File: config.mk
export PLATFORM = sky130hd
export DESIGN_NAME = apb_master_arbiter
export DESIGN_NICKNAME = d
export VERILOG_FILES = /design/src/rtl/apb_pkg.sv /design/src/rtl/rr_arbiter.sv /design/src/rtl/apb_master_arbiter.sv
export SDC_FILE = /design/constraint.sdc
export NUM_CORES = 1
export LEC_CHECK = 0
export CAP_MARGIN = 40
export CORE_UTILIZATION = 35
export DETAILED_ROUTE_END_ITERATION = 12
export PLACE_DENSITY = 0.72
export SKIP_CTS_REPAIR_TIMING = 1
export SYNTH_ARGS = -nofsm -noshare
export SYNTH_HDL_FRONTEND = slang
export SYNTH_SLANG_ARGS = --single-unit
File: constraint.sdc
create_clock -name PCLK -period 2.34 [get_ports PCLK]
set_input_delay 0.234 -clock PCLK [delete_from_list [all_inputs] [get_ports PCLK]]
set_output_delay 0.234 -clock PCLK [all_outputs]
set_load 0.03 [all_outputs]
File: src/rtl/apb_pkg.sv
// apb_pkg: APB phase encoding and default bus widths shared by requester and completer.
// Latency: n/a (types and constants only).
// Backpressure: n/a.
package apb_pkg;

  typedef enum logic [1:0] {
    APB_IDLE   = 2'd0,
    APB_SETUP  = 2'd1,
    APB_ACCESS = 2'd2
  } apb_state_e;

  localparam int APB_AW = 32;
  localparam int APB_DW = 32;

endpackage

File: src/rtl/rr_arbiter.sv
// rr_arbiter: round-robin pick of one requester, searching upward from last_grant+1 with wrap.
// Latency: purely combinational, zero cycles.
// Backpressure: none; the caller decides whether the grant is used this cycle.
// Ports: req (request vector), last_grant (index of previous winner),
//        grant (one-hot winner), grant_idx (winner index), any_grant (some request won).
module rr_arbiter #(
  parameter int NREQ = 2,
  parameter int IW   = $clog2(NREQ)
) (
  input  logic [NREQ-1:0] req,
  input  logic [IW-1:0]   last_grant,
  output logic [NREQ-1:0] grant,
  output logic [IW-1:0]   grant_idx,
  output logic            any_grant
);

  // Distance k = 1 is the highest-priority slot (just after the last winner),
  // k = NREQ is the last winner itself. The inner loop keeps every bit index
  // constant; the second equality term handles the wrap past NREQ-1.
  always_comb begin
    grant     = '0;
    grant_idx = '0;
    any_grant = 1'b0;
    for (int k = 1; k <= NREQ; k++) begin
      for (int i = 0; i < NREQ; i++) begin
        if (!any_grant && req[i] &&
            ((int'(last_grant) + k == i) || (int'(last_grant) + k - NREQ == i))) begin
          grant[i]  = 1'b1;
          grant_idx = IW'(i);
          any_grant = 1'b1;
        end
      end
    end
  end

endmodule

File: src/rtl/apb_master_arbiter.sv
// apb_master_arbiter: round-robin arbiter over NREQ requesters driving one APB completer.
// Latency: 3 cycles minimum from accept to response pulse (IDLE, SETUP, ACCESS with PREADY).
// Backpressure: req_ready only in IDLE; a stalled completer is aborted after TIMEOUT wait cycles.
// Ports: req_* (per-requester valid/ready request, packed addr/wdata), rsp_* (one-cycle
//        completion pulse with rdata/err), P* (APB requester-side bus). PCLK / PRESETn async low.
module apb_master_arbiter
  import apb_pkg::*;
#(
  parameter int NREQ    = 2,
  parameter int AW      = APB_AW,
  parameter int DW      = APB_DW,
  parameter int TIMEOUT = 16
) (
  input  logic              PCLK,
  input  logic              PRESETn,
  input  logic [NREQ-1:0]   req_valid,
  output logic [NREQ-1:0]   req_ready,
  input  logic [NREQ-1:0]   req_write,
  input  logic [NREQ*AW-1:0] req_addr,
  input  logic [NREQ*DW-1:0] req_wdata,
  output logic [NREQ-1:0]   rsp_valid,
  output logic [DW-1:0]     rsp_rdata,
  output logic              rsp_err,
  output logic              PSEL,
  output logic              PENABLE,
  output logic [AW-1:0]     PADDR,
  output logic              PWRITE,
  output logic [DW-1:0]     PWDATA,
  input  logic [DW-1:0]     PRDATA,
  input  logic              PREADY,
  input  logic              PSLVERR
);

  localparam int IW = $clog2(NREQ);
  // Counter keeps at least one bit so a disabled watchdog still elaborates.
  localparam int CW = (TIMEOUT > 0) ? $clog2(TIMEOUT + 1) : 1;
  localparam logic [CW-1:0] W_LAST = CW'((TIMEOUT > 0) ? TIMEOUT - 1 : 0);

  apb_state_e      r_state;
  logic [IW-1:0]   r_last;
  logic [NREQ-1:0] r_gnt_oh;
  logic [CW-1:0]   r_wait_cnt;

  logic [NREQ-1:0] w_grant;
  logic [IW-1:0]   w_grant_idx;
  logic            w_any;
  logic [AW-1:0]   w_addr;
  logic [DW-1:0]   w_wdata;
  logic            w_write;

  rr_arbiter #(.NREQ(NREQ), .IW(IW)) u_arb (
    .req        (req_valid),
    .last_grant (r_last),
    .grant      (w_grant),
    .grant_idx  (w_grant_idx),
    .any_grant  (w_any)
  );

  // Only IDLE offers a grant; APB inputs never reach req_ready.
  assign req_ready = (r_state == APB_IDLE) ? w_grant : '0;

  // Mux the winner's request fields using the one-hot grant.
  always_comb begin
    w_addr  = '0;
    w_wdata = '0;
    w_write = 1'b0;
    for (int i = 0; i < NREQ; i++) begin
      if (w_grant[i]) begin
        w_addr  = req_addr[i*AW +: AW];
        w_wdata = req_wdata[i*DW +: DW];
        w_write = req_write[i];
      end
    end
  end

  always_ff @(posedge PCLK or negedge PRESETn) begin
    if (!PRESETn) begin
      r_state    <= APB_IDLE;
      r_last     <= IW'(NREQ - 1);
      r_gnt_oh   <= '0;
      r_wait_cnt <= '0;
      PSEL       <= 1'b0;
      PENABLE    <= 1'b0;
      PADDR      <= '0;
      PWRITE     <= 1'b0;
      PWDATA     <= '0;
      rsp_valid  <= '0;
      rsp_rdata  <= '0;
      rsp_err    <= 1'b0;
    end else begin
      rsp_valid <= '0;
      case (r_state)
        APB_IDLE: begin
          if (w_any) begin
            r_gnt_oh <= w_grant;
            r_last   <= w_grant_idx;
            PADDR    <= w_addr;
            PWRITE   <= w_write;
            PWDATA   <= w_wdata;
            PSEL     <= 1'b1;
            r_state  <= APB_SETUP;
          end
        end
        APB_SETUP: begin
          PENABLE    <= 1'b1;
          r_wait_cnt <= '0;
          r_state    <= APB_ACCESS;
        end
        APB_ACCESS: begin
          // PREADY wins over the watchdog on the final wait cycle.
          if (PREADY) begin
            rsp_valid <= r_gnt_oh;
            rsp_rdata <= PWRITE ? '0 : PRDATA;
            rsp_err   <= PSLVERR;
            PSEL      <= 1'b0;
            PENABLE   <= 1'b0;
            r_state   <= APB_IDLE;
          end else if (TIMEOUT != 0) begin
            if (r_wait_cnt == W_LAST) begin
              rsp_valid <= r_gnt_oh;
              rsp_rdata <= '0;
              rsp_err   <= 1'b1;
              PSEL      <= 1'b0;
              PENABLE   <= 1'b0;
              r_state   <= APB_IDLE;
            end else if (r_wait_cnt != '1) begin
              r_wait_cnt <= r_wait_cnt + CW'(1);
            end
          end
        end
        default: begin
          PSEL    <= 1'b0;
          PENABLE <= 1'b0;
          r_state <= APB_IDLE;
        end
      endcase
    end
  end

endmodule

==> results_dict.tcl, run 1 <==
set metrics [dict create \
    outcome "finished, final reports clean" \
    hold_path_class "in -> async" \
    finalHoldViolations 0 \
    slew_viol_final 0 \
    r2r-start "r_wait_cnt[0]" \
    fin_crit_ps 2170 \
    period_share_pct 92.6 \
    io_pins 272 \
    power.share.sequential_pct 31.4 \
    synth_edf_count 0 \
    grt_pass1_wl_mm 24.2 \
    avgSynthCellArea_sq_um 11.8 \
    netlist_top_cells_area "dfrtp_1 (53%), mux2_2 (11%), a32o_1 (11%), o21ai_0 (6.4%), nand2_1 (2.7%)" \
    intPower_mw 5.98 \
    die_h_microns 124 \
    tightest_slew_ps 493 \
    crit_type "reg -> out" \
    wire_per_inst_microns 18.3 \
    cts.clk_slew.worst_paths_ps 70 \
    ir_worst_vdd_mv 0.579 \
    rows 44 \
    cts-root-buf "clkbuf_16" \
    initial_core_util_pct 35.9 \
    synth_warnings 0 \
    cts_buffers 9 \
    grt-ovfl-total 0 \
    finalClockSkew_ps 7.68 \
    tns_ps 0 \
    syn-cell-area_sq_mm 0.00521 \
    pwr-share-clk_pct 15.2 \
    cp_max_fo 23 \
    area_growth_pct 60.8 \
    clkLatencyLatePin_ps 350 \
    coreArea_sq_mm 0.0145 \
    totalWireLength_mm 16.1 \
    synth_flop_cell "dfrtp_1" \
    first_pass_iters 4 \
    synth_top_area_share_pct 53.3 \
    die_area_sq_mm 0.0154 \
    final_cell_mix "clkdlybuf4s50_1 (267), dfrtp_1 (111), o21ai_0 (67), a32o_1 (59), mux2_2 (53)" \
    synth-seq-cells 112 \
    vias 4640 \
    synth_area_leader_cell "dfrtp_1" \
    sw_frac_of_total_pct 39.9 \
    maxCapViolCount 0 \
    drt_iter0_drc 221 \
    track_usage_pct 20.9 \
    p_switching_mw 3.97 \
    gp_congestion 0.768 \
    relSlewSlack_pct 67.1 \
    fillers 1245 \
    antenna_left 0 \
    power.total_mw 9.95 \
    htree_num_levels 3 \
    cp-startpoint "r_last" \
    nNetsFinal 867 \
    setup_viol 0 \
    yosysSeqAreaShare_pct 53.8 \
    num_antenna_cells 0 \
    grt_setup_unrepaired "false" \
    antenna_found_initial 0 \
    port_buffers 271 \
    fp.dieW_microns 124 \
    cts.sinks 112 \
    cts.path.max_buffers 2 \
    post-route-drc-count 0 \
    cp-start-kind "register" \
    p_per_area_mw_per_mm2 1190 \
    synth_cell_types 40 \
    final_common_cell "clkdlybuf4s50_1" \
    drive_above_1_share_pct 13.3 \
    worst_ep_required_time_ps 2110 \
    synthArstFlopShare_pct 100 \
    netlist_instances 442 \
    hpwlAfterDp_mm 11.9 \
    vias_per_cell 5.25 \
    worstPathArrival_ps 1930 \
    p_comb_share_pct 53.4 \
    cts_tree "done" \
    endpoint_kind "output pin" \
    grt_max_degree 60 \
    leakage_nw 3.43 \
    max_freq_ghz 0.462 \
    synth_nets 614 \
    grt_pass1_vias 4652 \
]
## state kept, by name, summed over array words and instances, names as in the netlist, 2 cells and up
signal      count
rsp_rdata      32
PWDATA         32
r_gnt_oh        2
PADDR          32
r_state         2
r_wait_cnt      5
rsp_valid       2
## cell usage after synthesis, types with 2 or more instances
cell and n:
dfrtp_1 111, o21ai_0 67, a32o_1 59, mux2_2 53
nand2_1 37, clkbuf_1 24, buf_2 18, and3_1 8
a221o_1 6, mux2_1 6, nand2b_1 5, and2_1 4
ha_1 4, nor2_1 4, a21o_1 3, buf_6 3
inv_1 3, nand3_1 3, o21a_1 2, o31ai_1 2
## worst max-delay path, cell delays in order, from the launching register on
cell      delay [ps]
dfstp_2          570
nand2b_2         140
buf_4            290
and3_1           370
buf_4            220
## per-layer routing
layer  share of wire [%]  wire length, microns  track usage, %  up-vias
met5                   0                     0               0        -
met4                 1.4                   228            6.18        0
met3                 5.4                   880            5.86       18
met2                  54                  8710            37.5      148
met1                  39                  6330            23.9     2297
li1                    -                     -               -     2177
## metrics by stage
stage                     hold slack, ps  setup slack, ps  instance area [sq um]  util, %  cells
final                                388              174                   8380     57.7    883
after global placement               190              243                   8080     55.6    867
after CTS                           -189              148                   8370     57.6    882
after floorplan                    -61.6              318                   5210        -    442
after detailed placement             194              207                   8080     55.6    867
after global routing                 413             39.7                   8380     57.7    883
## area by class of cell
cell class	count	area (sq um)	area share, %
tap	184	230	2.75
clock inverter	3	42.5	0.507
clock buffer	12	246	2.94
timing repair buffer	288	2860	34.1
sequential	112	2800	33.4
multi-input combinational	280	2190	26.1
inverter	4	15.0	0.179
## cell families (layout without fill, tap and decap cells)
kind of cell / count (synthesis) / after routing / share of synthesized area (%)
mux: 60 / 60 / 12.9
compound gates: 148 / 148 / 21.4
flops: 112 / 112 / 53.8
simple gates: 68 / 68 / 6.36
fa+ha+maj: 4 / 4 / 0.960
buf+inv: 50 / 307 / 4.54
## worst paths after layout
check	cells after the start	to	slack, ps
setup / recovery	4	req_ready[0]	170
hold / removal	2	PADDR[28]	390
setup reg to reg	6	r_wait_cnt[3]	210
hold reg to reg	1	r_gnt_oh[1]	470
max in group asynchronous	3	rsp_rdata[28]	1290
min in group PCLK	3	rsp_rdata[26]	430
## power groups by stage
stage	sequential (mW)	clock (mW)	combinational, mW
5_1_grt	3.23	1.64	5.62
6_report	3.13	1.51	5.31
2_1_floorplan	4.49	0	1.73
3_3_place_gp	3.13	0	5.27
3_5_place_dp	3.17	0	5.35
4_1_cts	3.14	1.57	5.37
Note: power is estimated with default switching activity, not from simulation.
==> inputs of run 2 (changes only) <==
PLACE_DENSITY = 0.74   (was 0.72)
SYNTH_HIERARCHICAL = 1   (was unset)
==> run 2 against run 1 <==
Clock-buffer cell count down 1. Wire length down 4.0%. Synthesized cell count up 14%. Critical endpoint is now r_wait_cnt[2]. Utilization up 2.7 points. Largest cell class unchanged. First-iteration DRC count up 41%. Highest routed layer unchanged. Cell count up 6.1%.
==> results_dict.tcl, run 2 <==
set metrics [dict create \
    outcome "finished, final reports clean" \
    wire_per_inst_microns 16.5 \
    period_share_pct 92.4 \
    leakage_nw 3.26 \
    finalHoldViolations 0 \
    port_buffers 271 \
    synth_xor_area_share_pct 0 \
    fillers 1137 \
    path_common_cell "ha_1" \
    seqCellArea_sq_mm 0.00280 \
    cpMaxStageDelayCell "or4b_1" \
    final_cell_mix "clkdlybuf4s50_1 (268), dfrtp_1 (111), nor2_1 (69), a21oi_1 (67), a22oi_1 (64)" \
    netlist_top_cells_area "dfrtp_1 (57%), a22oi_1 (9.8%), a21oi_1 (6.8%), nor2_1 (5.3%), o21ai_0 (3.3%)" \
    cp_num_buf_inv 0 \
    die_area_sq_mm 0.0145 \
    cts-root-buf "clkbuf_16" \
    synthAdderAreaFrac_pct 1.02 \
    antenna_found_initial 0 \
    die_h_microns 120 \
    tns_ps 0 \
    htree_num_levels 3 \
    yosysSeqAreaShare_pct 57.3 \
    cp_max_fo 4 \
    cts_tree "done" \
    synth.area.mux_share_pct 1.51 \
    cts_buffers 9 \
    coreArea_sq_mm 0.0135 \
    vias 4769 \
    post-route-drc-count 0 \
    track_usage_pct 21.4 \
    whs_ps 352 \
    fin_crit_ps 2160 \
    synth_flop_cell "dfrtp_1" \
    ir_worst_vdd_mv 0.637 \
    grt_pass1_vias 4811 \
    crit_type "reg -> reg" \
    critPathTopFamily "simple AND/OR/NAND/NOR gates" \
    synth_warnings 6 \
    slowest_delay_ps 540 \
    grt_max_degree 55 \
    p_switching_mw 4.68 \
    synth_common_cells "dfrtp_1 (111), nor2_1 (69), a21oi_1 (67)" \
    max_freq_ghz 0.463 \
    p_per_area_mw_per_mm2 1330 \
    worst_ep_required_time_ps 2560 \
    cts.clk_slew.worst_paths_ps 70 \
    cts.sinks 112 \
    intPower_mw 6.12 \
    synth_compound_area_share_pct 24.3 \
    syn-cell-area_sq_mm 0.00490 \
    totalWireLength_mm 15.5 \
    fp.dieW_microns 120 \
    num_antenna_cells 0 \
    rows 42 \
    synth-seq-cells 112 \
    synth_nets 675 \
    synth_edf_count 0 \
    first_pass_iters 4 \
    setup_viol 0 \
    synthArstFlopShare_pct 100 \
    grt_setup_unrepaired "false" \
    grt_pass1_wl_mm 24.3 \
    slew_viol_final 0 \
    nNetsFinal 930 \
    synth_cell_types 33 \
    area_growth_pct 66.0 \
    finalClockSkew_ps 7.03 \
    synth_top_family_by_area "compound AO/OA/AOI/OAI gates" \
    cp-start-kind "register" \
    tightest_slew_ps 415 \
    vias_per_cell 5.09 \
    grt-ovfl-total 0 \
    pwr-share-clk_pct 14.0 \
    reg_top3 "PADDR: 32 flops, PWDATA: 32 flops, rsp_rdata: 32 flops" \
    synth_top_area_share_pct 56.7 \
    multiInputGateArea_sq_mm 0.00190 \
    io_pins 272 \
    drt_iter0_drc 312 \
    endpoint_kind "register" \
    sw_frac_of_total_pct 43.3 \
    final_common_cell "clkdlybuf4s50_1" \
    hold_path_class "in -> async" \
    clkLatencyLatePin_ps 340 \
    power.share.sequential_pct 31.2 \
    worstPathArrival_ps 2380 \
    gp_congestion 0.799 \
    initial_core_util_pct 36.4 \
    synth_area_leader_cell "dfrtp_1" \
    path_cells "ha_1 > and3_1 > ha_1 > or4b_1 > a221oi_1 > o31ai_1" \
    avgSynthCellArea_sq_um 9.73 \
    relSlewSlack_pct 72.4 \
    synthSimpleGateAreaFrac_pct 11.5 \
    antenna_left 0 \
    netlist_instances 503 \
    maxCapViolCount 0 \
    drive_above_1_share_pct 5.26 \
    cts.path.max_buffers 2 \
    hpwlAfterDp_mm 11.8 \
    p_comb_share_pct 54.9 \
    yosysMostFrequentCell "dfrtp_1" \
]
-- run 2: cell count changes after synthesis, sizes merged, moves of 4 or more --
cell | before | now
mux2 | 59 | 3
clkbuf | 24 | 19
a21oi | 1 | 67
a221o | 6 | 0
a32o | 59 | 0
o21ai | 69 | 64
nor2 | 4 | 69
a22oi | 0 | 64
buf | 22 | 26
and3 | 8 | 2
-- run 2: cells by family (layout without fill, tap and decap cells) --
family	count (synthesis)	after routing
AOI/OAI and AO/OA	202	202
and+or+nand+nor	127	127
DFF	112	112
buffers and inverters	51	309
muxes	7	7
adders and majority gates	4	4
-- run 2: final cells by class --
class	instances	share of cell area, %
Timing Repair Buffer	289	35.6
Sequential cell	112	34.5
Multi-Input combinational cell	340	23.4
Clock buffer	11	2.99
Tap cell	176	2.71
Clock inverter	3	0.539
Inverter	6	0.277
-- run 2: through the flow --
stage          setup slack, ps  power [mW]  cell area, sq um  util, %  std cells
2_1_floorplan              303        6.68              4900        -        503
3_3_place_gp               215        9.18              7830     58.2        922
3_5_place_dp               206        9.36              7830     58.2        922
4_1_cts                    185        10.9              8120     60.3        936
5_1_grt                    118        11.4              8130     60.4        937
6_report                   178        10.8              8130     60.4        937
-- run 2: power groups by stage --
stage	combinational [mW]	sequential (mW)	clock (mW)
global route	6.32	3.49	1.63
finish	5.93	3.37	1.51
detailed placement	5.96	3.40	0
floorplan	1.69	4.99	0
CTS	5.98	3.37	1.55
global placement	5.83	3.35	0
-- run 2: final timing paths --
| kind | startpoint | endpoint | slack [ps] | cells after the start |
|---|---|---|---|---|
| min | PRESETn | rsp_rdata[21] | 350 | 2 |
| min in group PCLK | PRDATA[11] | rsp_rdata[11] | 420 | 3 |
| max reg2reg | r_wait_cnt[0] | r_wait_cnt[2] | 180 | 6 |
| max | r_wait_cnt[0] | r_wait_cnt[2] | 180 | 6 |
| max in group asynchronous | PRESETn | r_last | 1220 | 3 |
| min reg2reg | r_wait_cnt[3] | r_wait_cnt[3] | 490 | 1 |
-- run 2: per-layer routing --
metal / vias up / global-route usage (%) / wire [microns]
li1: 2280 / - / -
met1: 2291 / 24.5 / 6050
met2: 171 / 38.4 / 8000
met3: 27 / 4.76 / 1030
met4: 0 / 9.03 / 419
met5: - / 0 / 0
-- run 2: worst register-to-register path, stage by stage, from the launching register on --
cell and delay, ps:
dfrtp_1 410, ha_1 210, and3_1 210, ha_1 250
or4b_1 540, a221oi_1 300, o31ai_1 110
